`config.mk`:
```
export PLATFORM = sky130hd
export DESIGN_NAME = str_cic_upsampler
export DESIGN_NICKNAME = d
export VERILOG_FILES = /design/src/rtl/str_cic_upsampler.sv
export SDC_FILE = /design/constraint.sdc
export NUM_CORES = 1
export LEC_CHECK = 0
export BUFFER_PORTS_ARGS = -buffer_cell sky130_fd_sc_hd__buf_2
export CORE_MARGIN = 1
export CORE_UTILIZATION = 56
export DETAILED_ROUTE_END_ITERATION = 8
export PLACE_DENSITY = 0.74
export SYNTH_ARGS = -nofsm -noshare
export SYNTH_HDL_FRONTEND = slang
export SYNTH_SLANG_ARGS = --single-unit
```
`constraint.sdc`:
```
create_clock -name clk -period 2.3 [get_ports clk]
set_input_delay 0.23 -clock clk [delete_from_list [all_inputs] [get_ports clk]]
set_output_delay 0.23 -clock clk [all_outputs]
set_load 0.02 [all_outputs]
```
`src/rtl/str_cic_upsampler.sv`:
```
// Streaming CIC interpolator: N combs, R-fold zero-stuffing expander, N integrators,
// followed by a fixed gain-compensation multiply for unity DC gain.
module str_cic_upsampler #(
    parameter int unsigned W = 10,
    parameter int unsigned R = 4,
    parameter int unsigned M = 2,
    parameter int unsigned N = 2
) (
    input  logic                clk,
    input  logic                rst,
    input  logic signed [W-1:0] s_axis_tdata,
    input  logic                s_axis_tvalid,
    output logic                s_axis_tready,
    output logic signed [W-1:0] m_axis_tdata,
    output logic                m_axis_tvalid,
    input  logic                m_axis_tready
);

    function automatic longint unsigned ipow(longint unsigned b, int unsigned e);
        longint unsigned r;
        r = 64'd1;
        for (int unsigned i = 0; i < e; i++) r = r * b;
        return r;
    endfunction

    localparam longint unsigned GAIN = ipow(64'(R * M), N) / 64'(R);
    localparam int unsigned     DW   = W + 32'($clog2(GAIN));
    localparam int unsigned     AW   = DW + 1;
    localparam int unsigned     PW   = 2 * DW + 1;
    localparam int unsigned     CW   = (R > 1) ? 32'($clog2(R)) : 1;
    localparam longint unsigned ATTN = ((64'd1 << (DW - 1)) + GAIN / 2) / GAIN;
    localparam logic signed [AW-1:0] ATTN_S = AW'(ATTN);

    typedef logic signed [DW-1:0] dw_t;

    dw_t            comb_q [N];
    logic [N-1:0]   comb_vld;
    logic [N-1:0]   comb_rdy;
    dw_t            int_q  [N];
    logic [N-1:0]   int_vld;
    logic [N-1:0]   int_rdy;

    dw_t            exp_q,   exp_q_d;
    logic           exp_vld, exp_vld_d;
    logic [CW-1:0]  exp_cnt, exp_cnt_d;
    logic           exp_rdy;

    // A stage can accept when any downstream stage has a bubble or the chain drains.
    for (genvar k = 0; k < N; k++) begin : g_rdy
        assign int_rdy[k]  = m_axis_tready | ~(&int_vld[N-1:k]);
        assign comb_rdy[k] = exp_rdy | ~(&comb_vld[N-1:k]);
    end

    assign exp_rdy = (exp_cnt == '0) & (~exp_vld | int_rdy[0]);

    for (genvar k = 0; k < N; k++) begin : g_comb
        dw_t  din;
        logic din_vld;
        logic ordy;
        dw_t  q;
        logic vld;
        dw_t  dly [M];

        if (k == 0) begin : g_src
            assign din     = DW'(s_axis_tdata);
            assign din_vld = s_axis_tvalid;
        end else begin : g_src
            assign din     = comb_q[k-1];
            assign din_vld = comb_vld[k-1];
        end

        if (k == N - 1) begin : g_dst
            assign ordy = exp_rdy;
        end else begin : g_dst
            assign ordy = comb_rdy[k+1];
        end

        always_ff @(posedge clk) begin
            if (rst) begin
                q   <= '0;
                vld <= 1'b0;
                for (int j = 0; j < M; j++) dly[j] <= '0;
            end else if (din_vld && comb_rdy[k]) begin
                q      <= din - dly[M-1];
                vld    <= 1'b1;
                dly[0] <= din;
                for (int j = 1; j < M; j++) dly[j] <= dly[j-1];
            end else if (ordy) begin
                vld <= 1'b0;
            end
        end

        assign comb_q[k]   = q;
        assign comb_vld[k] = vld;
    end

    // Expander state register; the phase counter doubles as the IDLE/STUFF state.
    always_ff @(posedge clk) begin
        if (rst) begin
            exp_cnt <= '0;
            exp_q   <= '0;
            exp_vld <= 1'b0;
        end else begin
            exp_cnt <= exp_cnt_d;
            exp_q   <= exp_q_d;
            exp_vld <= exp_vld_d;
        end
    end

    always_comb begin
        exp_cnt_d = exp_cnt;
        exp_q_d   = exp_q;
        exp_vld_d = exp_vld;
        if (exp_cnt != '0) begin
            if (int_rdy[0]) begin
                exp_q_d   = '0;
                exp_cnt_d = (exp_cnt == CW'(R - 1)) ? '0 : exp_cnt + CW'(1);
            end
        end else if (comb_vld[N-1] && exp_rdy) begin
            exp_q_d   = comb_q[N-1];
            exp_vld_d = 1'b1;
            exp_cnt_d = (R > 1) ? CW'(1) : '0;
        end else if (int_rdy[0]) begin
            exp_vld_d = 1'b0;
        end
    end

    for (genvar k = 0; k < N; k++) begin : g_int
        dw_t  din;
        logic din_vld;
        logic ordy;
        dw_t  q;
        logic vld;

        if (k == 0) begin : g_src
            assign din     = exp_q;
            assign din_vld = exp_vld;
        end else begin : g_src
            assign din     = int_q[k-1];
            assign din_vld = int_vld[k-1];
        end

        if (k == N - 1) begin : g_dst
            assign ordy = m_axis_tready;
        end else begin : g_dst
            assign ordy = int_rdy[k+1];
        end

        always_ff @(posedge clk) begin
            if (rst) begin
                q   <= '0;
                vld <= 1'b0;
            end else if (din_vld && int_rdy[k]) begin
                q   <= q + din;
                vld <= 1'b1;
            end else if (ordy) begin
                vld <= 1'b0;
            end
        end

        assign int_q[k]   = q;
        assign int_vld[k] = vld;
    end

    assign s_axis_tready = comb_rdy[0];
    assign m_axis_tvalid = int_vld[N-1];
    // Gain compensation: Q1.(DW-1) multiply, wrap to W bits.
    assign m_axis_tdata  = W'((PW'(int_q[N-1]) * PW'(ATTN_S)) >>> (DW - 1));

endmodule

```
Word level (Yosys, flattened, before mapping):

Memories as Yosys holds them, arrays and structs flattened.
Index checks and enable logic that the tools add are counted.

* muxes and demuxes: 29
* bitwise operators: 16
* eq/ne operators: 2
* reduce and logical (&&, ||, !) cells: 17
* add/subtract/negate cells: 5

Operator list (number)
* $mux 14: 7
* $add 14x14->14: 2
* $mux 1: 18
* $reduce_bool 2->1: 7
* $sub 10x14->14: 1
* $sub 14x14->14: 1
* $or 1x1->1: 9
* $mux 2: 4
* $reduce_and 2->1: 4
* $not 1->1: 6
* $logic_and 1x1->1: 5
* $add 2x1->2 const B: 1
* $eq 2x2->1 const B: 1
* $logic_not 2->1: 1
* $ne 2x2->1 const B: 1
* $and 1x1->1: 1

* word-level logic and storage cells: 82
* output and inout port bits: 12
* memories kept: 2
* register bits after elaboration: 77
* memory bits (writable): 56
* input port bits: 14

Memories
* g_comb[0].dly: depth 2, bits a word 14, rd ports 2, clocked after Yosys merged registers in 0, write ports 2, line 62 `dw_t dly [M];`
* g_comb[1].dly: depth 2, bits a word 14, rd ports 2, clocked after Yosys merged registers in 0, write ports 2, line 62

Depth between registers and ports, before layout:

* depth in word-level cells: 11
* mapped depth: 11
* mapped depth without buffers: 11

Worst setup path after synthesis:

Ideal clock, no wire load.

* path type: flip-flop to flip-flop
* start: reg g_comb[0].q[0]
* end: reg g_comb[1].q[10]
* clock period less this slack: 2222 ps
* setup time: 129 ps
* cell stages (with the launch flop): 12
* buffers on the path: 0
* data required time: 2171 ps
* slack: 78 ps
* data arrival time: 2093 ps
* cell sequence: dfxtp_1 inv_1 ha_1 inv_1 fa_1 a21oi_1 o21ai_1 a2111oi_2 o21ai_0 a21oi_1 xor2_1 o21ai_0

* word-level cells in the longest chain between the ends: 1

RTL lines
* start, declared: line 60 `dw_t q;`
* start signal, assigned: line 84 `q <= din - dly[M-1];`
* $sub 14x14->14: line 84
* end signal, assigned: line 84
* end, declared: line 60

Every way passes these cells.
A chain may end at the register's enable or synchronous reset.

==> metrics.yaml <==
relSlewSlack_pct: 50.7
hp-class: "input port to register"
grt_max_degree: 29
insertion_delay_ns: 0.42
worstMarginPinSlew_ns: 0.738
cts_tree: "done"
layout_min_cycle_time_ns: 2.27
critPathMaxStageDelay_ns: 0.43
portBuffers: 25
post-route-period-util_pct: 98.9
hold_start: "s_axis_tvalid"
setup_ws_ns: 0.0254
p_per_area_mw_per_mm2: 739
yosysSeqAreaShare_pct: 44.2
finalNonFillerCells: 913
cts_max_level: 4
critPathSlowestCell: "a2111oi_4"
layout-drive-gt1-share_pct: 18.6
grt_pass1_wl_mm: 25.1
synthCells: 707
holdPathEnd: "g_comb[0].vld"
ios: 26
synth_edf_count: 48
worstSetupPathType: "register to register"
root_buffer: "clkbuf_16"
synth_top_cell_by_area: "dfxtp_1"
core_mm2: 0.0116
r2r_start: "g_comb[1].dly[0][14]"
finalSetupTns_ns: 0
firstDrtPassIters: 9
cts.sinks: 125
hold_ws_ns: 0.105
die_x_um: 112
cp-start-kind: "register"
netlist_area_mm2: 0.00675
critPathMaxFanout: 2
initial_core_util_pct: 58.4
rows: 39
cts_buffers: 17
worstPathArrival_ns: 2.57
drv_slew: 0
drc_errors: 4
ctsLongestPathBuffers: 2
fmax_mhz: 440
worstRegToRegCells: 10
cp_num_buf_inv: 1
synth-seq-cells: 125
min_path_cells: 3
hpwl_mm: 10.4
avgSynthCellArea_um2: 9.55
area_delta_synth_final_pct: 16.6
synth_top_area_share_pct: 22.8
place_ws_ns: -0.101
crit_chain: "ha_4, inv_2, fa_2, a21oi_2, o21ai_2, a2111oi_4, o31ai_2, a21oi_1, xor2_1, o21ai_1"
fp.dieH_um: 112
hold_viol_final: 0
clkSlewWorstSetupHoldPaths_ns: 0.06
synthArstFlopShare_pct: 0
vias: 5221
antenna_found_initial: 0
vias_per_cell: 5.72
num_antenna_cells: 0
first_iter_violations: 294
skew_ns: 0.00976
nets: 826
dp_cells: 866
final_util_pct: 68.0
synth_nets: 776
setup_violations: 0
cap_viol_max_count: 0
regToRegEndpoint: "g_comb[1].q[12]"
power.leakage_nw: 3.36
ant_nets: 0
critPathCaptureType: "register"
final_common_cell: "dfxtp_1"
rrSetupSlack_ns: 0.03
synthTopCellsByArea: "dfxtp_1, edfxtp_1, ha_1"
ir_worst_vdd_v: 0.000686
die-area_mm2: 0.0125
violations: "DRC"
routed_wl_mm: 15.2
overflow: 0
rsz0062_at_grt: "true"
grt.total_usage_pct: 25.8
gp_congestion: 0.855
synth-main-ff-cell: "dfxtp_1"
fillCellCount: 884
synthDistinctLibCells: 67
yosysWarnings: 0
run_status: "finished with violations"
required_ns: 2.59
final_cell_mix: "dfxtp_1, nand2_1, nor2_1, and2_1, a21oi_1"
post_drt_wl_per_cell_um: 16.6
crit_family: "compound AO/OA/AOI/OAI gates"
grt_pass1_vias: 5216
## Yosys cell counts (7+ instances only)
master	count
a22oi_1	16
inv_1	44
nor3_1	8
dfxtp_1	77
nor2_1	53
a22o_1	11
a21o_1	12
o21a_1	7
a21oi_1	57
buf_4	11
o21ai_1	7
xor2_1	8
nand2_1	67
xnor2_1	21
nor2b_1	8
and2_1	50
o21ai_0	28
ha_1	51
edfxtp_1	48
nand3_1	8
clkbuf_1	13
## worst max path at each step
stage               cells past startpoint                 start  slack, ns         endpoint
floorplan                              11        g_comb[0].q[0]       0.08  g_comb[1].q[10]
global placement                       11        g_comb[0].q[0]      0.007  g_comb[1].q[10]
detailed placement                     11        g_comb[0].q[0]      -0.10  g_comb[1].q[10]
CTS                                    10              exp_q[0]       0.01   g_int[0].q[12]
global route                           11        g_comb[0].q[0]      -0.16  g_comb[1].q[12]
finish                                 10  g_comb[1].dly[0][14]       0.03  g_comb[1].q[12]
## layout make-up
type | instances | area, µm² | area share, %
Tap cell | 143 | 179 | 2.27
Multi-Input combinational cell | 504 | 3530 | 44.9
Clock inverter | 9 | 86.3 | 1.10
Timing Repair Buffer | 64 | 418 | 5.31
Inverter | 45 | 169 | 2.15
Sequential cell | 125 | 2990 | 38.0
Clock buffer | 23 | 489 | 6.22
## where the power goes
group / leakage [nW] / switching (mW) / total, mW / internal [mW]
clock: 0.280 / 0.955 / 2.56 / 1.61
combinational: 1.93 / 0.429 / 0.750 / 0.321
sequential: 1.15 / 0.0764 / 2.50 / 2.42
## repair_timing
item,CTS,global route
pin swaps,2,18
hold buffers,0,0
endpoints found under the setup margin,6,18
setup buffers,9,6
resized for setup,7,33
## metal layers
metal / up-vias / part of all wire (%) / track usage (%)
met4: 0 / 2.8 / 12.7
met5: - / 0 / 0
met1: 2467 / 43 / 30.2
li1: 2606 / - / -
met2: 117 / 51 / 44.1
met3: 31 / 3.6 / 6.21
## state kept, by name, indices dropped and copies added, names as in the netlist
signal / cells
exp_cnt: 2
m_axis_tvalid: 1
exp_vld: 1
g_int.q: 28
g_comb.q: 28
g_comb.vld: 2
g_int.vld: 1
exp_q: 14
g_comb.dly: 48
## through the flow
step / instance area, µm² / power, mW
5_1_grt: 7870 / 6.05
3_5_place_dp: 7040 / 3.22
2_1_floorplan: 6750 / 3.03
6_report: 7870 / 5.81
4_1_cts: 7700 / 5.80
3_3_place_gp: 7040 / 3.19
## cell families after synthesis
family          synth area share, %
buf+inv                        5.38
fa+ha+maj                      10.6
flops                          44.2
simple gates                   16.8
xor+xnor                       3.76
compound gates                 18.9
mux                           0.297
## worst min-delay path, stage by stage
cell	delay, ns
buf_2	0.12
a21oi_1	0.05
nor2_1	0.08
Note: power is estimated with default switching activity, not from simulation.
